--- config.mk ---
export PLATFORM = sky130hd
export DESIGN_NAME = drum_mix_i2s
export DESIGN_NICKNAME = d
export VERILOG_FILES = /design/src/rtl/drum_mix_pkg.sv /design/src/rtl/drum_mix_channel.sv /design/src/rtl/drum_mix_i2s.sv
export SDC_FILE = /design/constraint.sdc
export NUM_CORES = 1
export LEC_CHECK = 0
export BUFFER_PORTS_ARGS = -buffer_cell sky130_fd_sc_hd__buf_2
export CORE_UTILIZATION = 56
export CTS_CLUSTER_SIZE = 12
export DETAILED_ROUTE_END_ITERATION = 6
export GPL_TIMING_DRIVEN = 0
export HOLD_SLACK_MARGIN = 0.03
export PLACE_DENSITY_LB_ADDON = 0.25
export SLEW_MARGIN = 25
export SYNTH_ARGS = -nofsm -noshare
export SYNTH_HDL_FRONTEND = slang
export SYNTH_SLANG_ARGS = --single-unit
--- constraint.sdc ---
create_clock -name clk -period 3.5 [get_ports clk]
set_clock_uncertainty 0.05 [all_clocks]
set_input_delay 0.35 -clock clk [delete_from_list [all_inputs] [get_ports clk]]
set_output_delay 0.35 -clock clk [all_outputs]
set_load 0.05 [all_outputs]
--- src/rtl/drum_mix_pkg.sv ---
// Shared constants and the 16-bit limiter for the drum mixer / I2S serializer.
// MIX_SATURATE_EN selects saturation instead of two's-complement wrap in the limiter.
package drum_mix_pkg;

    localparam int unsigned FRAME_BITS = 9;
    localparam logic [3:0] SLOT_LAST = 4'hF;
    localparam logic [FRAME_BITS-1:0] LOAD_CNT = 9'h00F;
    localparam int unsigned SUM_W = 19;
    localparam int unsigned PAN_L = 1;
    localparam int unsigned PAN_R = 0;

    typedef enum logic {
        CH_RIGHT = 1'b0,
        CH_LEFT  = 1'b1
    } chan_e;

    function automatic logic [15:0] limit16(input logic signed [SUM_W-1:0] v);
`ifdef MIX_SATURATE_EN
        if (v > 19'sd32767)
            return 16'h7FFF;
        else if (v < -19'sd32768)
            return 16'h8000;
        else
            return v[15:0];
`else
        return v[15:0];
`endif
    endfunction

endpackage

--- src/rtl/drum_mix_channel.sv ---
// One output channel: stage 1 pan-masked voice sum, stage 2 volume shift and limit.
// Limiter behaviour follows MIX_SATURATE_EN (see drum_mix_pkg).
module drum_mix_channel
    import drum_mix_pkg::*;
#(
    parameter int unsigned NUM_VOICES = 4
) (
    input  logic                    clk,
    input  logic                    reset,
    input  logic [16*NUM_VOICES-1:0] voice_audio,
    input  logic [2*NUM_VOICES-1:0] voice_pan,
    input  logic [2:0]              volume,
    input  chan_e                   pan_sel,
    output logic [15:0]             mix
);

    logic signed [SUM_W-1:0] sum_d;
    logic signed [SUM_W-1:0] sum_q;
    logic signed [SUM_W-1:0] shifted;
    logic [2:0]              vol_q;
    logic [15:0]             sample;
    int unsigned             pan_idx;

    always_comb begin
        sum_d   = '0;
        sample  = '0;
        pan_idx = 0;
        for (int unsigned i = 0; i < NUM_VOICES; i++) begin
            sample  = voice_audio[16*i +: 16];
            pan_idx = 2*i + ((pan_sel == CH_LEFT) ? PAN_L : PAN_R);
            if (voice_pan[pan_idx])
                sum_d = sum_d + {{(SUM_W-16){sample[15]}}, sample};
        end
    end

    // Volume travels with the sum so both reach stage 2 with the same latency.
    always_ff @(posedge clk or posedge reset) begin
        if (reset) begin
            sum_q <= '0;
            vol_q <= '0;
        end else begin
            sum_q <= sum_d;
            vol_q <= volume;
        end
    end

    always_comb begin
        shifted = sum_q >>> (3'd7 - vol_q);
    end

    always_ff @(posedge clk or posedge reset) begin
        if (reset)
            mix <= '0;
        else if (vol_q == '0)
            mix <= '0;
        else
            mix <= limit16(shifted);
    end

endmodule

--- src/rtl/drum_mix_i2s.sv ---
// Drum machine output stage: stereo voice mix plus I2S serializer for the Pmod DAC.
// Build option MIX_SATURATE_EN enables output saturation in the channel limiters.
module drum_mix_i2s
    import drum_mix_pkg::*;
#(
    parameter int unsigned NUM_VOICES = 4
) (
    input  logic                     clk,
    input  logic                     reset,
    input  logic [16*NUM_VOICES-1:0] voice_audio,
    input  logic [2*NUM_VOICES-1:0]  voice_pan,
    input  logic [2:0]               volume,
    output logic                     mclk,
    output logic                     lrck,
    output logic                     sck,
    output logic                     sdin,
    output logic                     frame_tick
);

    logic [FRAME_BITS-1:0] cnt;
    logic [31:0]           sr;
    logic [15:0]           left_mix;
    logic [15:0]           right_mix;

    drum_mix_channel #(.NUM_VOICES(NUM_VOICES)) u_left (
        .clk         (clk),
        .reset       (reset),
        .voice_audio (voice_audio),
        .voice_pan   (voice_pan),
        .volume      (volume),
        .pan_sel     (CH_LEFT),
        .mix         (left_mix)
    );

    drum_mix_channel #(.NUM_VOICES(NUM_VOICES)) u_right (
        .clk         (clk),
        .reset       (reset),
        .voice_audio (voice_audio),
        .voice_pan   (voice_pan),
        .volume      (volume),
        .pan_sel     (CH_RIGHT),
        .mix         (right_mix)
    );

    // Loading at the end of slot 0 gives the I2S one-bit delay after each lrck edge.
    always_ff @(posedge clk or posedge reset) begin
        if (reset) begin
            cnt        <= '0;
            sr         <= '0;
            frame_tick <= 1'b0;
        end else begin
            cnt        <= cnt + 1'b1;
            frame_tick <= (cnt == LOAD_CNT);
            if (cnt == LOAD_CNT)
                sr <= {left_mix, right_mix};
            else if (cnt[3:0] == SLOT_LAST)
                sr <= {sr[30:0], 1'b0};
        end
    end

    assign mclk = cnt[1];
    assign sck  = cnt[3];
    assign lrck = cnt[8];
    assign sdin = sr[31];

endmodule

==> results.txt, run 1 <==
Status -> complete, but fails checks
Violated checks -> setup timing
Post-Syn Nets -> 1498
Placement Cell Area -> 12600 um^2
DR WL/cell -> 19.5 um
Relative slew slack -> 30.6%
DIE HEIGHT -> 143 um
Fillers -> 1306
First-pass GRT wire length -> 51200 um
Final WS setup -> -2.22 ns
Drc violations -> 0
Routability cong. -> 0.950
Final period utilization -> 163%
CTS Buffer Depth -> 2
CP endpoint kind -> register
Skew-Pair Late Insertion Delay -> 0.41 ns
EDFF count, synth -> 0
XOR/XNOR share of the synthesized area -> 7.34%
Hpwl dp -> 23300 um
Post-synthesis compound-gate area fraction -> 21.2%
RSZ-0062 raised after global routing -> yes
Max stage delay on crit path -> 0.49 ns
DR iter-0 viols -> 571
Synth warn -> 0
Final max-slew violation count -> 0
Worst slack, placed -> -2.94 ns
Worst-path maximum fanout -> 6
Vias in the first global route -> 10600
FF-to-FF End -> sr[14]
Most used DFF post-synth -> dfrtp_1
Synth cell types -> 77
Most common cell on crit path -> ha_4
Multiplexer share of the synthesized area -> 13.2%
Hold Path Sink -> u_left.sum_q[12]
FF+latch count, synth -> 115
Post-synthesis adder-cell area fraction -> 12.5%
Sequential cell area -> 2880 um^2
Final nets -> 1674
Diodes inserted -> 0
Via count -> 11000
Crit Path Category -> primary input to register
Design area -> 14900 um^2
Hold depth -> 3
Total Wirelength -> 34500 um
Required @ worst endpoint -> 3.77 ns
Hold path startpoint -> voice_audio[12]
FF-to-FF setup slack -> 0.54 ns
CTS tree -> yes
R2R depth -> 5
F_max -> 175 MHz
GRT overflow -> 0
Largest net degree at the start of global routing -> 77
IO Port Bufs -> 75
Share of layout cells above drive strength 1 -> 31.2%
DRT antenna net count -> 0
RR Startpoint -> cnt[6]
Final min period -> 5.72 ns
PwrDens -> 541 nW/um^2
Final setup fails -> 30
GRT Overall Usage -> 32.0%
Core ar. -> 19500 um^2
Final Hold Fails -> 0
Ys async rst share -> 100%
Die width -> 143 um
DRT Pass-1 Iters -> 7
Slew @ Worst Pin -> 1.03 ns
H-tree depth -> 4
Clock sink total -> 115
Setup crit start kind -> primary input
Multi-input logic area -> 9460 um^2
Area grow syn2layout -> 33.7%
Clock Tree Root -> clkbuf_16
Row count -> 51
Max-cap violations -> 0
Io pins -> 82
Inserted Clock Buffers -> 17
Mapped Avg Cell Area -> 8.48 um^2
Reg clk slew, reported paths -> 0.05 ns
Initial antenna violation count -> 0
Slowest-stage cell, CP -> a2111o_1
Register area share after synthesis -> 25.8%
Initial Util -> 57.1%
CP startpoint -> voice_pan[1]
Syn Inst Count -> 1316
Vias per inst -> 6.19
Crit path arrival time -> 5.98 ns
Hold Crit Class -> primary input to register
DIE AREA -> 20500 um^2
Static leakage -> 6.61 nW
Largest family of logic cells by synthesized area -> compound AO/OA/AOI/OAI gates
Synthesized area -> 11200 um^2
Simple-gate share of the synthesized area -> 16.1%
VDD IR-drop max -> 371 uV
-- stage by stage --
| stage | setup TNS, ns | hold slack, ns | utilization, % | instances | power [W] |
|---|---|---|---|---|---|
| finish | -39.41 | 0.272 | 76.4 | 1770 | 0.00807 |
| global route | -43.94 | 0.267 | 76.4 | 1770 | 0.00849 |
| CTS | -35.17 | 0.243 | 72.9 | 1751 | 0.00755 |
| detailed placement | -57.45 | 0.308 | 64.7 | 1657 | 0.00526 |
| global placement | -154.53 | 0.384 | 64.6 | 1656 | 0.00516 |
| floorplan | -32.06 | 0.331 | - | 1316 | 0.00454 |
-- final cells by class --
cell class / instances / area share [%]
sequential: 115 / 19.3
clock buffer: 24 / 3.16
tap: 265 / 2.22
multi-input combinational: 1088 / 63.4
timing repair buffer: 158 / 7.41
buffer: 64 / 2.23
inverter: 48 / 1.28
clock inverter: 8 / 1.01
-- critical path, delay by kind of cell --
kind | cells | cell delay [ns]
AOI/OAI and AO/OA | 15 | 2.62
adders and majority gates | 5 | 1.23
xor gates and xnor gates | 4 | 0.69
and+or+nand+nor | 4 | 0.48
buffers and inverters | 3 | 0.32
muxes | 1 | 0.30
-- report_power, final --
part,switching (W),internal (W)
clock network,0.000589,0.00123
logic,0.00220,0.00206
registers,0.000240,0.00175
-- cells in the mapped netlist, drive strengths merged (20+ instances only) --
master / count / area (um^2)
a21o: 32 / 240
a21oi: 92 / 468
and2: 27 / 169
clkbuf: 55 / 206
dfrtp: 115 / 2880
ha: 101 / 1260
inv: 47 / 176
mux2: 60 / 676
mux2i: 71 / 711
nand2: 143 / 537
nand3: 30 / 150
nor2: 87 / 327
nor3: 20 / 100
o21ai: 99 / 495
xnor2: 68 / 596
xor2: 23 / 201
-- placed cells by master (no fill, tap or decap), types with 9 or more instances in the layout --
cell type  instances
buf_2             74
and2_1            23
inv_1             38
dfrtp_1          115
nor3_1            12
nand4_1           10
o21a_1            16
mux2_2            30
a21oi_1           58
a21o_1            32
clkbuf_1          54
xor2_1            21
ha_1              62
nor2_2            15
xnor2_1           59
a21oi_4           10
o21ai_1           14
o21ai_2           12
mux2i_1           70
ha_4              35
nand3_1           24
o21ai_0           70
buf_4             66
mux2_4            30
nand2b_1          13
a31oi_1            9
clkbuf_16         20
buf_6             13
nor2_1            69
a21oi_2           24
and3_1            12
nand2_1          134
o211ai_1           9
a211oi_1          10
a22o_1            11
-- routing by layer --
layer,track usage (%),wire length [um],up-vias
met3,3.62,1480,149
li1,-,-,5141
met1,35.4,13300,5211
met4,17.2,1940,0
met5,0,0,-
met2,59.5,17800,453
-- registers in the layout, summed over array words and instances (netlist names) --
name / count
u_left.mix: 16
u_right.sum_q: 19
frame_tick: 1
u_left.sum_q: 19
u_right.mix: 16
sr: 32
u_right.vol_q: 3
cnt: 9
-- worst max path at each step --
stage          slack, ns                to
6_report           -2.22  u_left.sum_q[18]
5_1_grt            -2.41  u_left.sum_q[18]
4_1_cts            -2.14  u_left.sum_q[18]
3_5_place_dp       -2.94  u_left.sum_q[18]
3_3_place_gp       -2.80  u_left.sum_q[18]
2_1_floorplan      -1.98  u_left.sum_q[18]
-- timing repair --
| action | CTS | global route |
|---|---|---|
| hold buffers | 4 | 0 |
| buffers inserted | 58 | 21 |
| pin swaps | 97 | 55 |
| hold endpoints to repair | 42 | 0 |
| setup endpoints to repair | 31 | 32 |
| gates resized for setup | 98 | 111 |
-- logic make-up after synthesis --
logic type      after synthesis
mux                         135
fa+ha+maj                   110
flops                       115
simple gates                383
compound gates              368
xor+xnor                     92
buf+inv                     113
Power figures use the tool's default switching activity.
==> run 2: changes to the inputs <==
--- a/config.mk
+++ b/config.mk
@@ -6,7 +6,7 @@
 export NUM_CORES = 1
 export LEC_CHECK = 0
 export BUFFER_PORTS_ARGS = -buffer_cell sky130_fd_sc_hd__buf_2
-export CORE_UTILIZATION = 56
+export CORE_UTILIZATION = 60
 export CTS_CLUSTER_SIZE = 12
 export DETAILED_ROUTE_END_ITERATION = 6
 export GPL_TIMING_DRIVEN = 0
==> constraint.sdc (replaced) <==
create_clock -name clk -period 6.3 [get_ports clk]
set_clock_uncertainty 0.05 [all_clocks]
set_input_delay 0.63 -clock clk [delete_from_list [all_inputs] [get_ports clk]]
set_output_delay 0.63 -clock clk [all_outputs]
set_load 0.05 [all_outputs]
==> results.txt, run 2 (synthesis gave the netlist of run 1 again) <==
F_max -> 161 MHz
H-tree depth -> 4 (unchanged)
CP endpoint kind -> register (unchanged)
Largest net degree at the start of global routing -> 78 (was 77)
Static leakage -> 6.00 nW (was 6.61 nW)
Sequential Power Share -> 28.3% (was 24.7%)
Worst slack, placed -> -1.34 ns (was -2.94 ns)
Reg clk slew, reported paths -> 0.05 ns (about the same)
Hpwl dp -> 22800 um (was 23300 um)
Largest register by flop count -> sr (unchanged)
Via count -> 10200 (was 11000)
Final nets -> 1613 (was 1674)
Post-Route Utilization -> 72.5% (was 76.4%)
Hold Crit Class -> primary input to asynchronous set/reset pin (was primary input to register)
Max-cap violations -> 0 (unchanged)
CTS tree -> yes (unchanged)
Sw Ratio -> 36.6% (was 37.5%)
PwrDens -> 299 nW/um^2 (was 541 nW/um^2)
Max stage delay on crit path -> 0.38 ns (was 0.49 ns)
Total Wirelength -> 29700 um (was 34500 um)
Area grow syn2layout -> 17.5% (was 33.7%)
Most common cell after layout, fill and taps aside -> nand2_1 (unchanged)
Skew-Pair Late Insertion Delay -> 0.41 ns (about the same)
Setup crit start kind -> primary input (unchanged)
Vias per inst -> 6.11 (was 6.19)
IO Port Bufs -> 75 (unchanged)
Slew @ Worst Pin -> 0.719 ns (was 1.03 ns)
Crit path arrival time -> 6.43 ns (was 5.98 ns)
DRT Pass-1 Iters -> 7 (unchanged)
Clock power frac -> 25.3% (was 22.5%)
VDD IR-drop max -> 153 uV (was 371 uV)
Most frequent cells in the layout -> 142 x nand2_1, 115 x dfrtp_1, 91 x ha_1 (was 134 x nand2_1, 115 x dfrtp_1, 74 x buf_2)
FF-to-FF End -> u_right.mix[2] (was sr[14])
RSZ-0062 raised after global routing -> yes (unchanged)
Row count -> 49 (was 51)
P_sw -> 0.00143 W (was 0.00303 W)
Final max-slew violation count -> 0 (unchanged)
GRT Overall Usage -> 30.1% (was 32.0%)
WHS -> 0.156 ns (was 0.272 ns)
Final WS setup -> 0.0851 ns (was -2.22 ns)
Clock Tree Root -> clkbuf_16 (unchanged)
GRT overflow -> 0 (unchanged)
Clock sink total -> 115 (unchanged)
DRT antenna net count -> 0 (unchanged)
Final std cells w/o fill -> 1672 (was 1770)
DIE HEIGHT -> 138 um (was 143 um)
Inserted Clock Buffers -> 17 (unchanged)
Relative slew slack -> 52.0% (was 30.6%)
R2R depth -> 7 (was 5)
Logic gate share of total power -> 46.4% (was 52.8%)
Top Registers -> sr (32), u_left.sum_q (19), u_right.sum_q (19) (unchanged)
Initial Util -> 61.7% (was 57.1%)
Share of layout cells above drive strength 1 -> 19.0% (was 31.2%)
Final period utilization -> 98.6%
DR iter-0 viols -> 527 (was 571)
Die width -> 138 um (was 143 um)
Crit Path Category -> primary input to register (unchanged)
RR Startpoint -> u_right.vol_q[1] (was cnt[6])
Number of flip-flops in the largest register -> 32 (unchanged)
DR WL/cell -> 17.7 um (was 19.5 um)
Diodes inserted -> 0 (unchanged)
Final min period -> 6.21 ns
Required @ worst endpoint -> 6.52 ns (was 3.77 ns)
FF-to-FF setup slack -> 3.51 ns (was 0.54 ns)
Fillers -> 1345 (was 1306)
Io pins -> 82 (unchanged)
Final setup fails -> 0 (was 30)
Routability cong. -> 0.912 (was 0.950)
Dpl cells -> 1621 (was 1657)
CTS Buffer Depth -> 2 (unchanged)
Most common cell on crit path -> xnor2_1 (was ha_4)
First-pass GRT wire length -> 46500 um (was 51200 um)
Status -> complete, but fails checks (unchanged)
Violated checks -> DRC (was setup timing)
Multi-input logic area -> 8280 um^2 (was 9460 um^2)
DIE AREA -> 19100 um^2 (was 20500 um^2)
Worst-path maximum fanout -> 10 (was 6)
Internal power -> 0.00248 W (was 0.00504 W)
Drc violations -> 4 (was 0)
Initial antenna violation count -> 0 (unchanged)
Sequential cell area -> 2880 um^2 (unchanged)
Vias in the first global route -> 9915 (was 10600)
Slowest-stage cell, CP -> o41ai_4 (was a2111o_1)
Core ar. -> 18100 um^2 (was 19500 um^2)
Final Hold Fails -> 0 (unchanged)
## run 2: per-stage QoR
stage	TNS, ns	cell area, um^2	power [W]
2_1_floorplan	-0.0105	11200	0.00235
3_3_place_gp	-11.50	11800	0.00268
3_5_place_dp	-12.56	11900	0.00274
4_1_cts	-0.00626	12700	0.00381
5_1_grt	-0.142	13100	0.00415
6_report	0	13100	0.00392
## run 2: worst max-delay path: cells and delay by family
family                   cells  cell delay (ns)
AO/OA/AOI/OAI               11             2.01
AND/OR/NAND/NOR              5             0.62
XOR/XNOR                     4             0.51
buffers and inverters        4             0.63
adder cells (fa/ha/maj)      4             1.23
multiplexers                 3             0.81
## run 2: what timing repair did
item / in CTS / in global routing
endpoints found under the setup margin: 14 / 7
resized for setup: 44 / 50
pin swaps: 6 / 26
hold buffers: 0 / 0
buffers inserted: 5 / 15
## run 2: how the worst max path moves through the flow
stage | start | end | slack [ns] | cells after the start
after floorplan | voice_pan[1] | u_left.sum_q[18] | -0.01 | 33
after global placement | voice_pan[1] | u_left.sum_q[17] | -1.21 | 33
after detailed placement | voice_pan[1] | u_left.sum_q[17] | -1.34 | 33
after CTS | voice_pan[1] | u_left.sum_q[17] | -0.006 | 32
after global routing | voice_pan[0] | u_right.sum_q[18] | -0.07 | 31
final | voice_pan[0] | u_right.sum_q[18] | 0.09 | 31
## run 2: power by group through the flow
stage          logic, W  clock network (W)  registers [W]
3_5_place_dp    0.00163                  0        0.00111
5_1_grt         0.00199            0.00103        0.00113
6_report        0.00182           0.000991        0.00111
2_1_floorplan   0.00128                  0        0.00107
4_1_cts         0.00170            0.00100        0.00111
3_3_place_gp    0.00158                  0        0.00110
## run 2: area by class of cell
class,count,area share [%]
Inverter,48,1.41
Tap cell,229,2.19
Buffer,65,2.25
Timing Repair Buffer,96,4.27
Clock buffer,23,3.80
Clock inverter,8,0.945
Sequential cell,115,22.0
Multi-Input combinational cell,1088,63.2
## run 2: per-layer routing
metal / wire, um / up-vias / global-route usage, %
li1: - / 5011 / -
met1: 12000 / 4789 / 33.5
met2: 15100 / 321 / 56.1
met3: 1180 / 91 / 3.67
met4: 1410 / 0 / 15.5
met5: 0 / - / 0
==> run 3: changes to the inputs <==
--- a/config.mk
+++ b/config.mk
@@ -6,10 +6,10 @@
 export NUM_CORES = 1
 export LEC_CHECK = 0
 export BUFFER_PORTS_ARGS = -buffer_cell sky130_fd_sc_hd__buf_2
-export CORE_UTILIZATION = 60
+export CORE_ASPECT_RATIO = 1.75
+export CORE_UTILIZATION = 42
 export CTS_CLUSTER_SIZE = 12
 export DETAILED_ROUTE_END_ITERATION = 6
-export GPL_TIMING_DRIVEN = 0
 export HOLD_SLACK_MARGIN = 0.03
 export PLACE_DENSITY_LB_ADDON = 0.25
 export SLEW_MARGIN = 25
==> results.txt, run 3 (synthesis gave the netlist of run 1 again) <==
F_max -> 166 MHz (was 161 MHz)
DR iter-0 viols -> 424 (was 527)
GRT overflow -> 0 (unchanged)
Initial Util -> 42.8% (was 61.7%)
DRT Pass-1 Iters -> 6 (was 7)
Io pins -> 82 (unchanged)
Initial antenna violation count -> 1 (was 0)
Via count -> 10400 (was 10200)
Hold Crit Class -> primary input to asynchronous set/reset pin (unchanged)
Met2 wire length -> 18400 um (was 15100 um)
FF-to-FF End -> u_right.mix[8] (was u_right.mix[2])
CTS hold repair buffers -> 0 (unchanged)
Highest metal used -> met4 (unchanged)
First-pass GRT wire length -> 50700 um (was 46500 um)
R2R depth -> 4 (was 7)
Met3 WL -> 585 um (was 1180 um)
Worst-path maximum fanout -> 6 (was 10)
Die width -> 125 um (was 138 um)
Fillers -> 2444 (was 1345)
Final min period -> 6.04 ns (was 6.21 ns)
Total Wirelength -> 31200 um (was 29700 um)
Most common cell after layout, fill and taps aside -> buf_4 (was nand2_1)
Clock Tree Root -> clkbuf_16 (unchanged)
Hpwl dp -> 25500 um (was 22800 um)
Vias in the first global route -> 11000 (was 9915)
Slew @ Worst Pin -> 1.01 ns (was 0.719 ns)
FF-to-FF setup slack -> 3.95 ns (was 3.51 ns)
Drc violations -> 0 (was 4)
Final max-slew violation count -> 0 (unchanged)
Largest net degree at the start of global routing -> 75 (was 78)
DRT antenna net count -> 0 (unchanged)
Row count -> 78 (was 49)
Max-cap violations -> 0 (unchanged)
DIE AREA -> 27200 um^2 (was 19100 um^2)
Final setup fails -> 0 (unchanged)
Setup TNS -> 0 ns (unchanged)
Most frequent cells in the layout -> 154 x buf_4, 143 x nand2_1, 114 x dfrtp_1 (was 142 x nand2_1, 115 x dfrtp_1, 91 x ha_1)
Relative slew slack -> 32.6% (was 52.0%)
Share of layout cells above drive strength 1 -> 25.2% (was 19.0%)
VDD IR-drop max -> 152 uV (was 153 uV)
Routability cong. -> 0.885 (was 0.912)
H-tree depth -> 4 (unchanged)
Clock sink total -> 115 (unchanged)
Max stage delay on crit path -> 0.36 ns (was 0.38 ns)
Crit Path Category -> primary input to register (unchanged)
Static leakage -> 6.45 nW (was 6.00 nW)
CP endpoint kind -> register (unchanged)
CTS tree -> yes (unchanged)
RR Startpoint -> u_right.vol_q[0] (was u_right.vol_q[1])
DR WL/cell -> 17.0 um (was 17.7 um)
Required @ worst endpoint -> 6.55 ns (was 6.52 ns)
Final nets -> 1687 (was 1613)
Final period utilization -> 95.9% (was 98.6%)
IO Port Bufs -> 81 (was 75)
GRT Overall Usage -> 23.4% (was 30.1%)
Area grow syn2layout -> 22.2% (was 17.5%)
Core ar. -> 26100 um^2 (was 18100 um^2)
Total chip power -> 0.00395 W (was 0.00392 W)
Reg clk slew, reported paths -> 0.05 ns (about the same)
Largest register by flop count -> sr (unchanged)
WL met1 -> 10800 um (was 12000 um)
DIE HEIGHT -> 218 um (was 138 um)
Setup crit start kind -> primary input (unchanged)
CTS Buffer Depth -> 2 (unchanged)
Number of flip-flops in the largest register -> 32 (unchanged)
Inserted Clock Buffers -> 17 (unchanged)
Final Hold Fails -> 0 (unchanged)
Slowest-stage cell, CP -> maj3_1 (was o41ai_4)
Crit path arrival time -> 6.29 ns (was 6.43 ns)
PwrDens -> 290 nW/um^2 (was 299 nW/um^2)
Status -> complete, no violations (was complete, but fails checks)
Vias per inst -> 5.67 (was 6.11)
Top Registers -> sr (32), u_left.sum_q (19), u_right.sum_q (19) (unchanged)
Skew-Pair Late Insertion Delay -> 0.42 ns (was 0.41 ns)
## run 3: changes by cell type in the layout (fill, tap and decap cells not counted), sizes merged
| cell | before | now |
|---|---|---|
| clkinv | 4 | 3 |
| diode | 0 | 1 |
| clkinvlp | 2 | 6 |
| bufinv | 3 | 1 |
| clkbuf | 74 | 21 |
| inv | 47 | 49 |
| buf | 110 | 235 |
## run 3: through the flow
stage                     utilization (%)  hold WS, ns  setup slack, ns  area (um^2)  cells
after floorplan                         -        0.370          -0.0105        11200   1316
after global placement               49.4        0.388           -0.200        12900   1803
after detailed placement             49.4        0.395           -0.350        12900   1803
after CTS                            51.6        0.214           0.0542        13400   1835
after global routing                 52.3        0.237          -0.0489        13600   1838
final                                52.3        0.201            0.259        13600   1839
## run 3: timing repair
item | CTS | global route
setup endpoints to repair | 0 | 9
setup buffers | 0 | 3
gates resized for setup | 0 | 41
## run 3: final cells by class
type                            count  area (um^2)  share of cell area [%]
Antenna cell                        1         2.50                  0.0184
Clock buffer                       21          460                    3.38
Clock inverter                     11          103                   0.753
Inverter                           48          183                    1.34
Multi-Input combinational cell   1088         8040                    59.0
Sequential cell                   115         2880                    21.1
Tap cell                          320          400                    2.94
Timing Repair Buffer              235         1560                    11.5
## run 3: worst max-delay path: cells and delay by family
kind	cells	cell delay, ns
xor+xnor	5	0.77
mux	1	0.28
compound gates	15	2.43
simple gates	4	0.64
fa+ha+maj	5	1.36
buf+inv	2	0.20
## run 3: metal layers
| metal | vias to the layer above | global-route usage [%] |
|---|---|---|
| met2 | 203 | 49.6 |
| met1 | 4960 | 20.7 |
| met5 | - | 0 |
| met4 | 0 | 13.8 |
| met3 | 91 | 2.16 |
| li1 | 5168 | - |
## run 3: how the worst max path moves through the flow
stage                       startpoint          endpoint  slack [ns]  cells past startpoint
final                     voice_pan[1]  u_left.sum_q[18]        0.26                     32
after global routing      voice_pan[1]  u_left.sum_q[18]       -0.05                     32
after CTS                 voice_pan[1]  u_left.sum_q[17]        0.05                     31
after detailed placement  voice_pan[1]  u_left.sum_q[18]       -0.35                     32
after global placement    voice_pan[1]  u_left.sum_q[17]       -0.20                     31
after floorplan           voice_pan[1]  u_left.sum_q[18]       -0.01                     33
## run 3: power breakdown
group	internal, W	switching [W]
Clock	0.000562	0.000344
Combinational	0.000958	0.000980
Sequential	0.000973	0.000136
